File: src/rtl/io_bus_arbiter.sv
`default_nettype none
// ============================================================================
//  Module      : io_bus_arbiter
//  Description : Two-master arbiter for the 8-bit-address IO bus. Serialises
//                m0 (MMU IO port) and m1 (debug/DMA port) requests, drives
//                the bus from registers, tolerates slave wait states up to a
//                bounded timeout and returns a one-cycle ack with read data
//                or an error flag to the granted master.
//  Revision    : 1.0 - initial release
// ============================================================================
module io_bus_arbiter #(
    parameter int FAIR    = 1,   // 1: round-robin on ties, 0: m0 always wins
    parameter int TIMEOUT = 16   // WAIT cycles tolerated with io_ready low (1..255)
) (
    input  logic        clk,
    input  logic        reset,
    // master 0 (MMU IO port)
    input  logic        m0_req,
    input  logic        m0_we,
    input  logic [7:0]  m0_addr,
    input  logic [31:0] m0_wdata,
    output logic        m0_ack,
    output logic        m0_err,
    output logic [31:0] m0_rdata,
    // master 1 (debug/DMA port)
    input  logic        m1_req,
    input  logic        m1_we,
    input  logic [7:0]  m1_addr,
    input  logic [31:0] m1_wdata,
    output logic        m1_ack,
    output logic        m1_err,
    output logic [31:0] m1_rdata,
    // IO bus
    output logic        io_en,
    output logic        io_we,
    output logic [7:0]  io_addr,
    output logic [31:0] io_data_write,
    input  logic [31:0] io_data_read,
    input  logic        io_ready
);

    // Bus phase encoding
    localparam logic [1:0] c_ST_IDLE = 2'd0;
    localparam logic [1:0] c_ST_BUS  = 2'd1;
    localparam logic [1:0] c_ST_WAIT = 2'd2;
    localparam logic [1:0] c_ST_ACK  = 2'd3;

    localparam logic [7:0] c_TIMEOUT = 8'(TIMEOUT);
    localparam logic       c_FAIR    = (FAIR != 0);

    logic [1:0]  r_state;
    logic        r_gnt;      // master owning the current transaction (1 = m1)
    logic        r_last;     // master granted most recently (1 = m1)
    logic [7:0]  r_cnt;      // WAIT cycles spent so far in this transaction

    logic        w_any_req;
    logic        w_pick_m1;
    logic        w_finish;
    logic        w_err;
    logic [31:0] w_rdata;

    // Arbitration: a lone requester wins; on a tie FAIR alternates, else m0 wins
    always_comb begin
        w_any_req = m0_req | m1_req;
        w_pick_m1 = 1'b0;
        if (m1_req && !m0_req) begin
            w_pick_m1 = 1'b1;
        end else if (m1_req && m0_req && c_FAIR) begin
            w_pick_m1 = ~r_last;
        end
    end

    // Completion decode: slave ready wins over a simultaneous timeout
    always_comb begin
        w_finish = 1'b0;
        w_err    = 1'b0;
        case (r_state)
            c_ST_BUS: begin
                w_finish = io_ready;
            end
            c_ST_WAIT: begin
                if (io_ready) begin
                    w_finish = 1'b1;
                end else if (r_cnt == c_TIMEOUT) begin
                    w_finish = 1'b1;
                    w_err    = 1'b1;
                end
            end
            default: begin
                w_finish = 1'b0;
            end
        endcase
        // Writes and timeouts return zero data
        w_rdata = (io_ready && !io_we) ? io_data_read : 32'd0;
    end

    // Transaction sequencer with registered bus and ack outputs
    always_ff @(posedge clk) begin
        if (reset) begin
            r_state       <= c_ST_IDLE;
            r_gnt         <= 1'b0;
            r_last        <= 1'b1;   // so m0 wins the first tie
            r_cnt         <= 8'd0;
            io_en         <= 1'b0;
            io_we         <= 1'b0;
            io_addr       <= 8'd0;
            io_data_write <= 32'd0;
            m0_ack        <= 1'b0;
            m0_err        <= 1'b0;
            m0_rdata      <= 32'd0;
            m1_ack        <= 1'b0;
            m1_err        <= 1'b0;
            m1_rdata      <= 32'd0;
        end else begin
            // Ack, err and rdata are single-cycle pulses
            m0_ack   <= 1'b0;
            m0_err   <= 1'b0;
            m0_rdata <= 32'd0;
            m1_ack   <= 1'b0;
            m1_err   <= 1'b0;
            m1_rdata <= 32'd0;

            case (r_state)
                c_ST_IDLE: begin
                    if (w_any_req) begin
                        r_gnt   <= w_pick_m1;
                        io_en   <= 1'b1;
                        io_we   <= w_pick_m1 ? m1_we    : m0_we;
                        io_addr <= w_pick_m1 ? m1_addr  : m0_addr;
                        io_data_write <= w_pick_m1 ? m1_wdata : m0_wdata;
                        r_state <= c_ST_BUS;
                    end
                end

                c_ST_BUS, c_ST_WAIT: begin
                    if (w_finish) begin
                        io_en   <= 1'b0;
                        io_we   <= 1'b0;
                        r_state <= c_ST_ACK;
                        if (r_gnt) begin
                            m1_ack   <= 1'b1;
                            m1_err   <= w_err;
                            m1_rdata <= w_rdata;
                        end else begin
                            m0_ack   <= 1'b1;
                            m0_err   <= w_err;
                            m0_rdata <= w_rdata;
                        end
                    end else if (r_state == c_ST_BUS) begin
                        r_cnt   <= 8'd1;
                        r_state <= c_ST_WAIT;
                    end else begin
                        r_cnt   <= 8'(r_cnt + 8'd1);
                    end
                end

                c_ST_ACK: begin
                    // Address and write data are left holding; no new grant here
                    r_last  <= r_gnt;
                    r_state <= c_ST_IDLE;
                end

                default: begin
                    r_state <= c_ST_IDLE;
                end
            endcase
        end
    end

endmodule
`default_nettype wire

File: config.mk
export PLATFORM = sky130hd
export DESIGN_NAME = io_bus_arbiter
export DESIGN_NICKNAME = d
export VERILOG_FILES = /design/src/rtl/io_bus_arbiter.sv
export SDC_FILE = /design/constraint.sdc
export NUM_CORES = 1
export LEC_CHECK = 0
export ABC_AREA = 1
export ABC_CLOCK_PERIOD_IN_PS = 2580
export BUFFER_PORTS_ARGS = -buffer_cell sky130_fd_sc_hd__buf_4
export CAP_MARGIN = 0
export CORE_ASPECT_RATIO = 1.4
export CORE_MARGIN = 2
export CORE_UTILIZATION = 49
export DETAILED_ROUTE_END_ITERATION = 7
export PLACE_DENSITY = 0.92
export SKIP_LAST_GASP = 1
export SYNTH_ARGS = -nofsm -noshare
export SYNTH_HDL_FRONTEND = slang
export SYNTH_SLANG_ARGS = --single-unit
File: constraint.sdc
create_clock -name clk -period 2.58 [get_ports clk]
set_input_delay 0.129 -clock clk [delete_from_list [all_inputs] [get_ports clk]]
set_output_delay 0.129 -clock clk [all_outputs]
set_load 0.05 [all_outputs]
==> results of run 1 <==
-- cell usage in the layout, fill, tap and decap left out, drive strengths merged, types with 12 or more instances in the layout --
master and instances:
inv 60, nor3 66, dfxtp 122, nor2 17, clkbuf 19, a31oi 40, a21oi 12, o21ai 49
buf 231, dlygate4sd3 57, nand2 117
-- state kept, by name, summed over array words and instances, names as in the netlist, 2 cells and up --
register and flops:
io_addr 8, io_data_write 32, m0_rdata 32, m1_rdata 32, r_cnt 8, r_state 2
-- cells by family after synthesis --
| logic type | synth area share, % |
|---|---|
| simple gates | 25.1 |
| fa+ha+maj | 1.60 |
| buf+inv | 8.59 |
| xor+xnor | 0.186 |
| compound gates | 12.5 |
| flops | 51.9 |
-- worst min path at each step --
stage	cells after the start	startpoint	slack, ns	to
3_5_place_dp	2	reset	0.37	r_cnt[1]$_SDFFE_PP0P_
4_1_cts	3	m0_addr[3]	0.0005	io_addr[3]$_SDFFE_PP0P_
3_3_place_gp	2	reset	0.36	io_we$_SDFFE_PP0P_
6_report	3	m1_addr[3]	0.01	io_addr[3]$_SDFFE_PP0P_
2_1_floorplan	1	reset	0.20	io_en$_SDFFE_PP0P_
5_1_grt	3	io_data_read[10]	0.001	m1_rdata[10]$_SDFF_PP0_
-- cells in the mapped netlist --
| cell | number | area, um^2 |
|---|---|---|
| xor2_1 | 1 | 8.76 |
| a31oi_1 | 40 | 250 |
| o21ai_0 | 35 | 175 |
| o211ai_1 | 2 | 15.0 |
| nor2_1 | 14 | 52.6 |
| o21ai_1 | 14 | 70.1 |
| clkbuf_1 | 21 | 78.8 |
| nand2_2 | 1 | 6.26 |
| a21oi_1 | 11 | 55.1 |
| buf_2 | 7 | 35.0 |
| nor3_1 | 10 | 50.1 |
| buf_6 | 6 | 67.6 |
| inv_2 | 7 | 26.3 |
| dfxtp_1 | 122 | 2440 |
| nor3_2 | 56 | 561 |
| clkbuf_2 | 1 | 5.00 |
| nor2_2 | 2 | 12.5 |
| nand2_1 | 114 | 428 |
| or2_2 | 1 | 6.26 |
| a21oi_4 | 1 | 16.3 |
| inv_1 | 51 | 191 |
| nand3_1 | 5 | 25.0 |
| nand2_4 | 2 | 22.5 |
| ha_1 | 6 | 75.1 |
| o21a_1 | 1 | 7.51 |
| nand4_1 | 2 | 12.5 |
| and2_1 | 1 | 6.26 |
-- critical path, cell delays in order, from the launching register on --
cell,delay [ns]
dfxtp_1,0.34
inv_1,0.10
ha_1,0.17
inv_1,0.12
nor2_4,0.33
buf_12,0.27
o21ai_0,0.14
a31oi_1,0.21
dlygate4sd3_1,0.56
-- area by class of cell --
type | instances | share of cell area (%)
clock buffers | 19 | 5.80
clock inverters | 13 | 2.80
inverters | 58 | 2.85
multi-input cells | 320 | 24.5
flip-flops and latches | 122 | 32.0
well taps | 110 | 1.80
repair buffers | 288 | 30.3
-- repair_timing --
item,4_1_cts,5_1_grt
endpoints found under the setup margin,0,6
endpoints found under the hold margin,45,0
buffers inserted,0,0
hold buffers,57,0
-- layer usage --
layer  routed length [um]  GRT usage (%)  up-vias
met5                    0              0        -
met1                 5910           34.1     2284
met3                 1580           10.2       63
met2                 7820           50.2      354
li1                     -              -     2304
met4                  575           12.7        0
-- where the power goes --
group / switching, mW / internal [mW]
clock: 0.869 / 1.75
combinational: 1.88 / 0.907
sequential: 0.179 / 2.16
total: 2.93 / 4.82
-- stage by stage --
stage	hold WS, ns	instance area, um^2	total power, mW	utilization, %	cells
2_1_floorplan	0.198	4700	4.08	-	534
3_3_place_gp	0.357	6410	4.75	68.1	840
3_5_place_dp	0.366	6410	4.84	68.1	840
4_1_cts	0.000541	7630	7.65	81.2	929
5_1_grt	0.00144	7640	8.05	81.2	930
6_report	0.0102	7640	7.74	81.2	930
==> out/results.tsv, run 1 <==
metric	value	unit
routability cong.	0.864	
ANT nets after route	0	
Syn Inst Count	534	
Slew Limit Fails	0	
drt first pass iters	8	
Core ar.	9410	um^2
Die ar.	10400	um^2
Worst Setup EP	io_data_write[31]$_SDFFE_PP0P_	
Iter 0 DRT Violations	297	
vias in the first global route	4959	
reg-to-reg startpoint	r_state[0]$_SDFFE_PP0P_	
IO buf count	228	
Cell variety after synth	27	
root buffer cell	clkbuf_16	
Via density	5.38	
Final WS setup	0.279	ns
Storage cell area	2440	um^2
crit-path max FO	52	
synth warn	0	
Top Ports	229	
Crit Reg-Reg Endpoint	io_data_write[31]$_SDFFE_PP0P_	
fillers	507	
WP data required	2.93	ns
mean post-synth cell area	8.81	um^2
initial antenna violation count	0	
site row count	42	
reg2reg path depth	8	
Worst-Margin Slew	1.00	ns
layout cell share with drive strength beyond 1	40.6	%
fin crit period	2.30	ns
setup_tns	0	ns
Worst Setup Start Kind	flip-flop	
critical path class	reg -> reg	
final period utilization	89.2	%
first-pass GRT wire length	24500	um
unrepaired setup endpoints after global routing	false	
CTS sink count	122	
clk_lat worst skew	0.41	ns
Worst IR Drop VDD	700	uV
Mapped Nets	659	
placed wire-length estimate	9410	um
# nets final	932	
Seq cells post-synth	122	
sequential element share of the synthesized area	51.9	%
clock-pin slew on the worst setup and hold paths	0.05	ns
Hold Crit Class	in -> reg	
routed vias	5005	
Pleak	3.63	nW
GRT Resource Usage Total	29.9	%
largest net degree at the start of global routing	65	
H-tree depth	4	
overall routed net length	15900	um
Initial Util	50.0	%
PostCTS Resize Cnt	0	
max-cap violation count	0	
outcome	complete, no violations	
CTS Buffer Depth	2	
DRC	0	
r2r setup slk	0.28	ns
relative slew slack	33.2	%
Die X	86.8	um
Arr. time, crit path	2.65	ns
area of the multi-input gates	1870	um^2
total CTS buffers	17	
area of the mapped netlist	4700	um^2
Die H	120	um
final hold vios	0	
worst clock skew	0.00832	ns
pre-CTS setup slack	0.707	ns
CTS tree	built	
CP endpoint kind	flip-flop	
Power Density	1010	nW/um^2
Routed wire per std cell	17.1	um
Critical Path Start	r_state[0]$_SDFFE_PP0P_	
gr ovfl total	0	
Setup-failing EPs final	0	
fmax	0.435	GHz
n_diodes	0	
Layout area overhead	62.5	%
Power figures use the tool's default switching activity.
==> run 2: changes to the inputs <==
--- a/config.mk
+++ b/config.mk
@@ -13,6 +13,7 @@
 export CORE_MARGIN = 2
 export CORE_UTILIZATION = 49
 export DETAILED_ROUTE_END_ITERATION = 7
+export MAX_ROUTING_LAYER = met4
 export PLACE_DENSITY = 0.92
 export SKIP_LAST_GASP = 1
 export SYNTH_ARGS = -nofsm -noshare
==> run 2 against run 1 <==
Effect of this change:
- wire length is essentially flat
- utilization unchanged
- die area did not move
- first-iteration DRC count is 21% higher
- count of clock-buffer cells in the layout stayed put
- register-to-register slack about the same
- design area is the same
- power barely moved
==> out/results.tsv, run 2 (synthesized netlist as in run 1, its figures left out) <==
metric	value	unit	change
placed wire-length estimate	9410	um	unchanged
Die ar.	10400	um^2	unchanged
Iter 0 DRT Violations	359		was 297
Worst-Margin Slew	0.994	ns	was 1.00 ns
Layout area overhead	62.5	%	unchanged
ANT nets after route	0		unchanged
Die X	86.8	um	unchanged
Top Ports	229		unchanged
drt first pass iters	8		unchanged
overall routed net length	15900	um	about the same
outcome	complete, no violations		unchanged
Hold WS	0.0105	ns	was 0.0102 ns
Via density	5.39		was 5.38
Hold Crit Class	in -> reg		unchanged
clk_lat worst skew	0.41	ns	about the same
CTS tree	built		unchanged
final hold vios	0		unchanged
Worst IR Drop VDD	701	uV	was 700 uV
total CTS buffers	17		unchanged
fin crit period	2.30	ns	about the same
Power Density	1010	nW/um^2	about the same
Core ar.	9410	um^2	unchanged
Setup-failing EPs final	0		unchanged
most frequent cells in the layout	buf_4 (230), dfxtp_1 (122), nand2_1 (114)		unchanged
Tot Pwr	7.74	mW	about the same
Arr. time, crit path	2.65	ns	about the same
initial antenna violation count	0		unchanged
critical path class	reg -> reg		unchanged
site row count	42		unchanged
worst clock skew	0.00993	ns	was 0.00832 ns
fmax	0.435	GHz	about the same
Top Registers	io_data_write: 32 flops, m0_rdata: 32 flops, m1_rdata: 32 flops		unchanged
relative slew slack	33.7	%	was 33.2%
# nets final	932		unchanged
setup_tns	0	ns	unchanged
vias in the first global route	4985		was 4959
Layout Utilization	81.2	%	unchanged
WP data required	2.93	ns	about the same
crit-path max FO	52		unchanged
Slew Limit Fails	0		unchanged
leading cell type in the layout, fill and taps excluded	buf_4		unchanged
n_diodes	0		unchanged
GRT Resource Usage Total	30.6	%	was 29.9%
root buffer cell	clkbuf_16		unchanged
clock-pin slew on the worst setup and hold paths	0.06	ns	was 0.05 ns
first-pass GRT wire length	24400	um	was 24500 um
Initial Util	50.0	%	unchanged
final period utilization	89.0	%	was 89.2%
DRC	0		unchanged
unrepaired setup endpoints after global routing	false		unchanged
CP endpoint kind	flip-flop		unchanged
largest net degree at the start of global routing	65		unchanged
H-tree depth	4		unchanged
PostCTS Resize Cnt	0		unchanged
CTS sink count	122		unchanged
max-cap violation count	0		unchanged
routability cong.	0.878		was 0.864
Routed wire per std cell	17.1	um	about the same
Die H	120	um	unchanged
layout cell share with drive strength beyond 1	40.6	%	unchanged
fillers	507		unchanged
Worst Setup Start Kind	flip-flop		unchanged
CTS Buffer Depth	2		unchanged
Pleak	3.63	nW	unchanged
gr ovfl total	0		unchanged
routed vias	5016		was 5005
IO buf count	228		unchanged
run 2: cell counts in the layout (fill, tap and decap cells not counted):
No cell type changed its count.
run 2: worst max-delay path, stage by stage (launching register included):
cell	delay (ns)
dfxtp_1	0.33
inv_1	0.11
ha_1	0.17
inv_1	0.12
nor2_4	0.33
buf_12	0.27
o21ai_0	0.13
a31oi_1	0.22
dlygate4sd3_1	0.56
run 2: through the flow:
stage | area [um^2] | std cells | worst slack [ns]
5_1_grt | 7640 | 930 | 0.155
3_3_place_gp | 6410 | 840 | 0.842
4_1_cts | 7630 | 929 | 0.205
3_5_place_dp | 6410 | 840 | 0.707
2_1_floorplan | 4700 | 534 | 1.06
6_report | 7640 | 930 | 0.284
run 2: final cells by class:
| class | instances | area (um^2) | share of cell area [%] |
|---|---|---|---|
| clock buffer | 19 | 443 | 5.80 |
| clock inverter | 13 | 214 | 2.80 |
| inverter | 58 | 218 | 2.85 |
| multi-input combinational | 320 | 1870 | 24.5 |
| sequential | 122 | 2440 | 32.0 |
| tap | 110 | 138 | 1.80 |
| timing repair buffer | 288 | 2320 | 30.3 |
run 2: repair_timing:
item / 4_1_cts / 5_1_grt
hold endpoints to repair: 45 / 0
setup endpoints to repair: 0 / 6
hold buffers: 57 / 0
setup buffers: 0 / 0
run 2: layer usage:
| metal | GRT usage, % | up-vias | share of wire (%) |
|---|---|---|---|
| met5 | - | - | 0 |
| met4 | 14.6 | 0 | 4.0 |
| met3 | 8.53 | 67 | 9.6 |
| met2 | 49.8 | 363 | 49 |
| met1 | 34.1 | 2285 | 37 |
| li1 | - | 2301 | - |
run 2: worst paths after layout:
path	startpoint	to	slack, ns	cells after the start
setup / recovery	r_state[1]$_SDFFE_PP0P_	io_data_write[31]$_SDFFE_PP0P_	0.28	8
hold / removal	m1_wdata[24]	io_data_write[24]$_SDFFE_PP0P_	0.01	3
setup reg to reg	r_state[1]$_SDFFE_PP0P_	io_data_write[31]$_SDFFE_PP0P_	0.28	8
hold reg to reg	io_en$_SDFFE_PP0P_	io_en$_SDFFE_PP0P_	0.48	2
run 2: power by group:
group	internal, mW	leakage [nW]	switching [mW]
Clock	1.75	0.314	0.868
Combinational	0.907	2.32	1.88
Sequential	2.16	0.994	0.178
